## config.mk

```make
export PLATFORM = sky130hd
export DESIGN_NAME = joy_md_pad
export DESIGN_NICKNAME = d
export VERILOG_FILES = /design/src/rtl/joy_md_pkg.sv /design/src/rtl/joy_sync.sv /design/src/rtl/joy_md_pad.sv
export SDC_FILE = /design/constraint.sdc
export NUM_CORES = 1
export LEC_CHECK = 0
export CELL_PAD_IN_SITES_DETAIL_PLACEMENT = 1
export CELL_PAD_IN_SITES_GLOBAL_PLACEMENT = 1
export CORE_ASPECT_RATIO = 1.5
export CORE_MARGIN = 4
export CORE_UTILIZATION = 29
export DETAILED_ROUTE_END_ITERATION = 8
export PLACE_DENSITY_LB_ADDON = 0.15
export SLEW_MARGIN = 10
export SYNTH_ARGS = -nofsm -noshare
export SYNTH_HDL_FRONTEND = slang
export SYNTH_SLANG_ARGS = --single-unit
```

## constraint.sdc

```tcl
create_clock -name clk -period 4.3 [get_ports clk]
set_clock_uncertainty 0.1 [all_clocks]
set_input_delay 0.86 -clock clk [delete_from_list [all_inputs] [get_ports clk]]
set_output_delay 0.86 -clock clk [all_outputs]
set_load 0.005 [all_outputs]
```

## src/rtl/joy_md_pkg.sv

```systemverilog
// rtl/joy_md_pkg.sv - shared definitions for the Mega Drive pad responder
package joy_md_pkg;

  // Bit positions in the decoded, active-high button vector
  localparam int BTN_R     = 0;
  localparam int BTN_L     = 1;
  localparam int BTN_D     = 2;
  localparam int BTN_U     = 3;
  localparam int BTN_A     = 4;
  localparam int BTN_B     = 5;
  localparam int BTN_C     = 6;
  localparam int BTN_X     = 7;
  localparam int BTN_Y     = 8;
  localparam int BTN_Z     = 9;
  localparam int BTN_START = 10;
  localparam int BTN_MODE  = 11;

  // DB9 data line positions on joy_out
  localparam int LN_D0 = 0;
  localparam int LN_D1 = 1;
  localparam int LN_D2 = 2;
  localparam int LN_D3 = 3;
  localparam int LN_TL = 4;
  localparam int LN_TR = 5;

  localparam logic [5:0] LINES_IDLE = 6'h3F;

  typedef enum logic [2:0] {
    PH_IDLE,
    PH_1,
    PH_2,
    PH_3,
    PH_4
  } md_phase_t;

endpackage

```

## src/rtl/joy_sync.sv

```systemverilog
// rtl/joy_sync.sv - multi-flop synchronizer with a configurable reset value
module joy_sync #(
  parameter int   STAGES    = 2,
  parameter logic RESET_VAL = 1'b1
) (
  input  logic clk,
  input  logic reset_n,
  input  logic d,
  output logic q
);

  logic [STAGES-1:0] sync_q;
  logic [STAGES-1:0] sync_d;

  always_comb begin
    sync_d = {sync_q[STAGES-2:0], d};
  end

  always_ff @(posedge clk) begin
    if (!reset_n) begin
      sync_q <= {STAGES{RESET_VAL}};
    end else begin
      sync_q <= sync_d;
    end
  end

  assign q = sync_q[STAGES-1];

endmodule

```

## src/rtl/joy_md_pad.sv

```systemverilog
// rtl/joy_md_pad.sv - Mega Drive DB9 pad responder (3/6-button) driven by host TH select
module joy_md_pad #(
  parameter int CLK_FREQ_HZ = 50_000_000,
  parameter int TIMEOUT_US  = 1500,
  parameter int SIX_BUTTON  = 1,
  parameter int SYNC_STAGES = 2
) (
  input  logic        clk,
  input  logic        reset_n,
  input  logic [11:0] buttons,
  input  logic        joy_sel,
  output logic [5:0]  joy_out,
  output logic [2:0]  seq_phase
);
  import joy_md_pkg::*;

  localparam int TIMEOUT_CYCLES = CLK_FREQ_HZ / 1_000_000 * TIMEOUT_US;
  localparam int TCW = $clog2(TIMEOUT_CYCLES + 1);
  localparam logic [TCW-1:0] T_MAX = TCW'(TIMEOUT_CYCLES);
  localparam md_phase_t PH_MAX = (SIX_BUTTON != 0) ? PH_4 : PH_2;

  logic            th;
  logic            th_prev_q, th_prev_d;
  logic [11:0]     btn_q, btn_d;
  logic [TCW-1:0]  tcnt_q, tcnt_d;
  md_phase_t       fcnt_q, fcnt_d;
  logic [5:0]      joy_out_q, joy_out_d;
  logic            th_fall, th_edge, expired;
  logic [5:0]      pull_low;

  joy_sync #(
    .STAGES    (SYNC_STAGES),
    .RESET_VAL (1'b1)
  ) u_sync (
    .clk     (clk),
    .reset_n (reset_n),
    .d       (joy_sel),
    .q       (th)
  );

  always_comb begin
    th_prev_d = th;
    btn_d     = buttons;
    th_fall   = th_prev_q & ~th;
    th_edge   = th_prev_q ^ th;
    expired   = (tcnt_q == T_MAX);

    if (th_edge) begin
      tcnt_d = '0;
    end else if (expired) begin
      tcnt_d = tcnt_q;
    end else begin
      tcnt_d = tcnt_q + TCW'(1);
    end

    // An expired sequence restarts from idle, so a fall in the same cycle lands on PH_1
    fcnt_d = expired ? PH_IDLE : fcnt_q;
    if (th_fall && (fcnt_d != PH_MAX)) begin
      fcnt_d = md_phase_t'(fcnt_d + 3'd1);
    end
  end

  // pull_low marks lines driven low; the mux looks at the phase being entered this cycle
  always_comb begin
    pull_low = '0;
    if (th) begin
      pull_low[LN_TR] = btn_q[BTN_C];
      pull_low[LN_TL] = btn_q[BTN_B];
      if (fcnt_d == PH_3) begin
        pull_low[LN_D3] = btn_q[BTN_Z];
        pull_low[LN_D2] = btn_q[BTN_Y];
        pull_low[LN_D1] = btn_q[BTN_X];
        pull_low[LN_D0] = btn_q[BTN_MODE];
      end else begin
        pull_low[LN_D3] = btn_q[BTN_U];
        pull_low[LN_D2] = btn_q[BTN_D];
        pull_low[LN_D1] = btn_q[BTN_L];
        pull_low[LN_D0] = btn_q[BTN_R];
      end
    end else begin
      pull_low[LN_TR] = btn_q[BTN_START];
      pull_low[LN_TL] = btn_q[BTN_A];
      case (fcnt_d)
        PH_3: begin
          pull_low[LN_D3] = 1'b1;
          pull_low[LN_D2] = 1'b1;
          pull_low[LN_D1] = 1'b1;
          pull_low[LN_D0] = 1'b1;
        end
        PH_4: begin
          pull_low[LN_D3] = 1'b0;
          pull_low[LN_D2] = 1'b0;
          pull_low[LN_D1] = 1'b0;
          pull_low[LN_D0] = 1'b0;
        end
        default: begin
          pull_low[LN_D3] = btn_q[BTN_U];
          pull_low[LN_D2] = btn_q[BTN_D];
          pull_low[LN_D1] = 1'b1;
          pull_low[LN_D0] = 1'b1;
        end
      endcase
    end
    joy_out_d = ~pull_low;
  end

  always_ff @(posedge clk) begin
    if (!reset_n) begin
      th_prev_q <= 1'b1;
      btn_q     <= '0;
      tcnt_q    <= '0;
      fcnt_q    <= PH_IDLE;
      joy_out_q <= LINES_IDLE;
    end else begin
      th_prev_q <= th_prev_d;
      btn_q     <= btn_d;
      tcnt_q    <= tcnt_d;
      fcnt_q    <= fcnt_d;
      joy_out_q <= joy_out_d;
    end
  end

  assign joy_out   = joy_out_q;
  assign seq_phase = fcnt_q;

endmodule

```

Word level (Yosys, flattened, before mapping)
Cells that the tools add are included.
{"block": "op_classes", "muxes": 5, "bitwise": 5, "n_reduce_logical": 2, "n_addsub": 2, "n_eq_ne": 4}
{"operator": "$add 17x1->17 const B", "n": 1}
{"operator": "$eq 17x17->1 const B", "n": 1}
{"operator": "$pmux 4 s2", "n": 1}
{"operator": "$mux 3", "n": 2}
{"operator": "$mux 6", "n": 1}
{"operator": "$not 6->6", "n": 1}
{"operator": "$mux 4", "n": 1}
{"operator": "$add 3x1->3 const B", "n": 1}
{"operator": "$eq 3x2->1 const B", "n": 1}
{"operator": "$eq 3x3->1 const B", "n": 1}
{"operator": "$ne 3x3->1 const B", "n": 1}
{"operator": "$not 1->1", "n": 2}
{"operator": "$reduce_or 2->1", "n": 1}
{"operator": "$and 1x1->1", "n": 1}
{"operator": "$logic_and 1x1->1", "n": 1}
{"operator": "$xor 1x1->1", "n": 1}
{"block": "word_totals", "register_bits": 41, "out_inout_bits": 9}

Depth between registers and ports, before layout
{"block": "logic_depth", "ltp_word": 9, "depth_mapped": 13, "ltp_nobuf": 12}

Modules after synthesis
Synthesis repeated with hierarchy kept, for this count alone.
{"block": "hier_totals", "hier_cells": 186, "hier_area_um2": 1736.7}
{"module": "joy_md_pad", "seq_area_each_um2": 780.7, "area_per_inst_um2": 1684.1, "cells_per_inst": 182, "n_inst": 1}
{"module": "joy_sync", "seq_area_each_um2": 40.0, "area_per_inst_um2": 52.6, "cells_per_inst": 4, "n_inst": 1}

Least setup slack after synthesis
Ideal clock, no wire load.
{"block": "synth_timing", "path_kind": "register to register", "from": "register tcnt_q[9]", "to": "register joy_out_q[0] (netlist: joy_out[0])", "setup_slack_ns": 1.256, "stages_incl_launch_ff": 12, "n_path_buf": 1, "required_time_ns": 4.051, "t_arrival_ns": 2.795, "setup_ns": 0.149, "cell_sequence": "dfxtp_1 > or4b_1 > or4_1 > buf_6 > and2_2 > inv_1 > ha_1 > nor2_1 > mux2i_1 > o22ai_1 > a41oi_1 > o311ai_2"}
{"block": "synth_between", "elab_chain_len": 9, "word_cells_on_any_way": 12, "classes_between": "add/sub: 1; eq/ne: 4; mux: 5; bitwise: 1; reduce/logical: 1"}
{"item": "start: declaration", "line_no": "joy_md_pad.sv:25", "rtl": "logic [TCW-1:0] tcnt_q, tcnt_d;"}
{"item": "start signal: assignment", "line_no": "joy_md_pad.sv:117", "rtl": "tcnt_q <= tcnt_d;"}
{"item": "$eq 17x17->1 (*)", "line_no": "joy_md_pad.sv:46", "rtl": "expired = (tcnt_q == T_MAX);"}
{"item": "$mux 3 (*)", "line_no": "joy_md_pad.sv:57", "rtl": "fcnt_d = expired ? PH_IDLE : fcnt_q;"}
{"item": "parallel branches: the longest is 2 deep, another holds $add 3x1->3"}
{"item": "$mux 3 (*)", "line_no": "joy_md_pad.sv:58", "rtl": "if (th_fall && (fcnt_d != PH_MAX)) begin"}
{"item": "$eq 3x3->1 or $eq 3x2->1 (tied branches)", "line_no": "joy_md_pad.sv:83, joy_md_pad.sv:69"}
{"item": "$pmux 4 s2 or $mux 4 (tied branches)", "line_no": "joy_md_pad.sv:83, joy_md_pad.sv:69"}
{"item": "$mux 6 (*)", "line_no": "joy_md_pad.sv:66", "rtl": "if (th) begin"}
{"item": "$not 6->6 (*)", "line_no": "joy_md_pad.sv:104", "rtl": "joy_out_d = ~pull_low;"}
{"item": "end signal: assignment", "line_no": "joy_md_pad.sv:119", "rtl": "joy_out_q <= joy_out_d;"}
{"item": "end: declaration", "line_no": "joy_md_pad.sv:27", "rtl": "logic [5:0] joy_out_q, joy_out_d;"}
Every way passes the cells marked *.
A chain may end at the register's enable or synchronous reset.

Worst setup path in the final report
{"block": "layout_timing", "from": "register tcnt_q[9]", "to": "register joy_out_q[1] (netlist: joy_out[1])"}
Same word-level chain as after synthesis.

==> run_results.csv <==
group,metric,value,unit
timing,setup_violations,0,
detailed_routing,route.detailed.drc,0,
finish,antennaDiodeCount,0,
floorplanning,core-area,0.005828,sq mm
global_route,grt_pass1_vias,1483,
detailed_routing,num_vias,1380,
yosys,synth_top_family_by_area,"simple AND/OR/NAND/NOR gates",
yosys,synth_edf_count,0,
finish,final_cell_area,0.002142,sq mm
yosys,syn_area,0.001740,sq mm
cts,clk_pin_slew,0.09,ns
cts,cts-resized-gates,0,
floorplanning,die-area,0.007331,sq mm
outcome,status,"finished clean",
timing,hold_viol,0,
timing,hold_slack,0.3134,ns
timing,fmax,284.6,MHz
power_and_ir_drop,finalPower,766.1,uW
floorplanning,fp-row-count,34,
yosys,ys_seq_area_share,47.16,%
place,pre_cts_slack,0.7837,ns
timing,period_minus_slack,3.514,ns
floorplanning,io_pins,24,
yosys,synth_compound_area_share,11.65,%
cts,cts_tree,"done",
timing,min_period_over_period,81.72,%
timing,tns,0,ns
cts,cts_made_buffers,5,
floorplanning,die_x,71.26,microns
yosys,synthMuxAreaShare,3.091,%
yosys,synthDistinctLibCells,38,
power_and_ir_drop,powerDensity,357.6,mW/mm^2
detailed_routing,postRouteAntennaNets,0,
finish,layout-drive-gt1-share,8.057,%
cts,cts_hold_buf,0,
cts,clk_latency,0.29,ns
worst_setup_path,crit_arrival,3.57,ns
place,globalplace.congestion,0.8492,
power_and_ir_drop,peakVddDrop,158.8,uV
detailed_routing,wl_per_cell,14.47,microns
yosys,syn_avg_cell_area,9.307,sq um
worst_setup_path,regToRegStartpoint,"tcnt_q[9]",
yosys,syn-num-nets,207,
worst_setup_path,worst-path-max-fanout,10,
yosys,synth_flop_cell,"dfxtp_1",
yosys,yosys.area.top_type_share,47.16,%
place,hpwlAfterDp,3198,microns
global_route,grt_pass1_wl,6900,microns
yosys,synthArstFlopShare,0,%
worst_setup_path,startpoint,"tcnt_q[9]",
timing,slew_viol_final,0,
finish,multi_input_area,840.8,sq um
finish,stdcell_count,283,
timing,worst_pin_slew,0.6540,ns
cts,cts_root_buffer,"clkbuf_8",
yosys,yosysWarningCount,0,
worst_setup_path,cp.required,4.36,ns
worst_setup_path,worst_setup_path_start_kind,"flop",
finish,fin_nets,230,
worst_setup_path,worst-setup-path-type,"flop to flop",
place,port_buffers,23,
place,numPlacedInstances,275,
min_path,min_path_type,"flop to flop",
power_and_ir_drop,p_leak,0.7800,nW
global_route,antenna_found_initial,0,
finish,area_delta_synth_final,23.08,%
cts,h-tree-depth,2,
detailed_routing,drtIter0Drc,63,
yosys,synth_area_leader_cell,"dfxtp_1",
worst_setup_path,r2r_slack,0.79,ns
run,drv_cap,0,
place,dpl_cell_area,0.002027,sq mm
floorplanning,die_height,102.9,microns
min_path,worstHoldStart,"u_sync.sync_q[0]",
finish,filler_cell_count,653,
global_route,grt_use_total,12.29,%
yosys,synthSimpleGateAreaFrac,23.94,%
worst_setup_path,endpoint_kind,"flop",
cts,post_cts_buffers,0,
detailed_routing,first_pass_iters,3,
finish,final_util,36.75,%
yosys,synth_fa_ha_area_share,3.595,%
timing,layout_setup_ws,0.7861,ns
floorplanning,start_util,29.86,%
global_route,grt_overflow,0,
timing,rsz0062_at_grt,"false",
yosys,syn_inst,187,
cts,cts_sinks,41,
yosys,ys_seq_elements,41,
yosys,yosys-top-cells-area,"dfxtp_1 (47%), and2_1 (4.3%), nor2_1 (4.1%), xor2_1 (4.0%), ha_1 (3.6%)",
detailed_routing,avgViaCountPerCell,4.876,
detailed_routing,routed_wl,4096,microns
cts,clock_path_buffers,2,
finish,ff_latch_area,820.8,sq um
yosys,synth_xor_area_share,6.039,%
global_route,grt_max_degree,20,
timing,max_slew_margin,56.30,%
## metal layers
| layer | wire length (microns) | share of wire [%] | vias to the layer above | global-route usage [%] |
|---|---|---|---|---|
| li1 | - | - | 687 | - |
| met1 | 1515 | 37 | 669 | 11.57 |
| met2 | 2383 | 58 | 18 | 24.43 |
| met3 | 129 | 3.1 | 6 | 3.317 |
| met4 | 67 | 1.6 | 0 | 5.065 |
| met5 | 0 | 0 | - | 0 |
## logic make-up after synthesis
group	after synthesis
simple gates	78
buf+inv	19
compound gates	27
xor+xnor	12
flops	41
mux	5
fa+ha+maj	5
## flip-flops by register name, summed over array words and instances (netlist names)
name           flops
seq_phase          3
joy_out            6
btn_q             12
th_prev_q          1
tcnt_q            17
u_sync.sync_q      2
## report_power, final
group          internal [mW]  total, mW  switching (mW)
logic                 0.0301     0.0524          0.0223
clock network          0.174      0.314           0.141
registers              0.392      0.399         0.00693
total                  0.596      0.766           0.170
## Yosys cell counts (2+ instances only)
cell and n:
mux2i_1 2, or3_1 3, xnor2_1 4, and3_1 3
nand3_1 8, clkbuf_1 6, xor2_1 8, nand2b_1 3
ha_1 5, inv_1 12, mux2_2 3, o2111ai_1 4
o21ai_0 4, dfxtp_1 41, a21oi_1 8, nor2_1 19
or4b_1 2, o311ai_2 2, nand2_1 16, o211ai_1 3
nand4_1 3, and2_1 12
## final cells by class
type                    instances  area share, %
multi-input cells             127          39.25
clock inverters                 3          2.161
inverters                      12          2.103
flip-flops and latches         41          38.32
clock buffers                   5          3.213
well taps                      72          4.206
repair buffers                 23          10.75
## worst max-delay path, stage by stage, from the launching register on
cell      delay, ns
dfxtp_1        0.36
or4b_1         0.58
or4_1          0.73
and2_2         0.30
inv_1          0.06
ha_1           0.25
nor2_1         0.09
mux2i_1        0.16
o22ai_1        0.11
a41oi_1        0.47
o311ai_2       0.18
## layout by cell type, fill, tap and decap left out, types with 5 or more instances in the layout
cell type,n
a21oi_1,8
xor2_1,8
nor2_1,19
clkbuf_8,5
nand2_1,16
ha_1,5
and2_1,12
inv_1,12
clkdlybuf4s50_1,23
nand3_1,8
dfxtp_1,41
## final timing paths
kind / end / cells past startpoint
setup reg to reg: joy_out[1] / 10
setup / recovery: joy_out[1] / 10
hold reg to reg: u_sync.sync_q[1] / 1
hold / removal: u_sync.sync_q[1] / 1
Power figures use the tool's default switching activity.
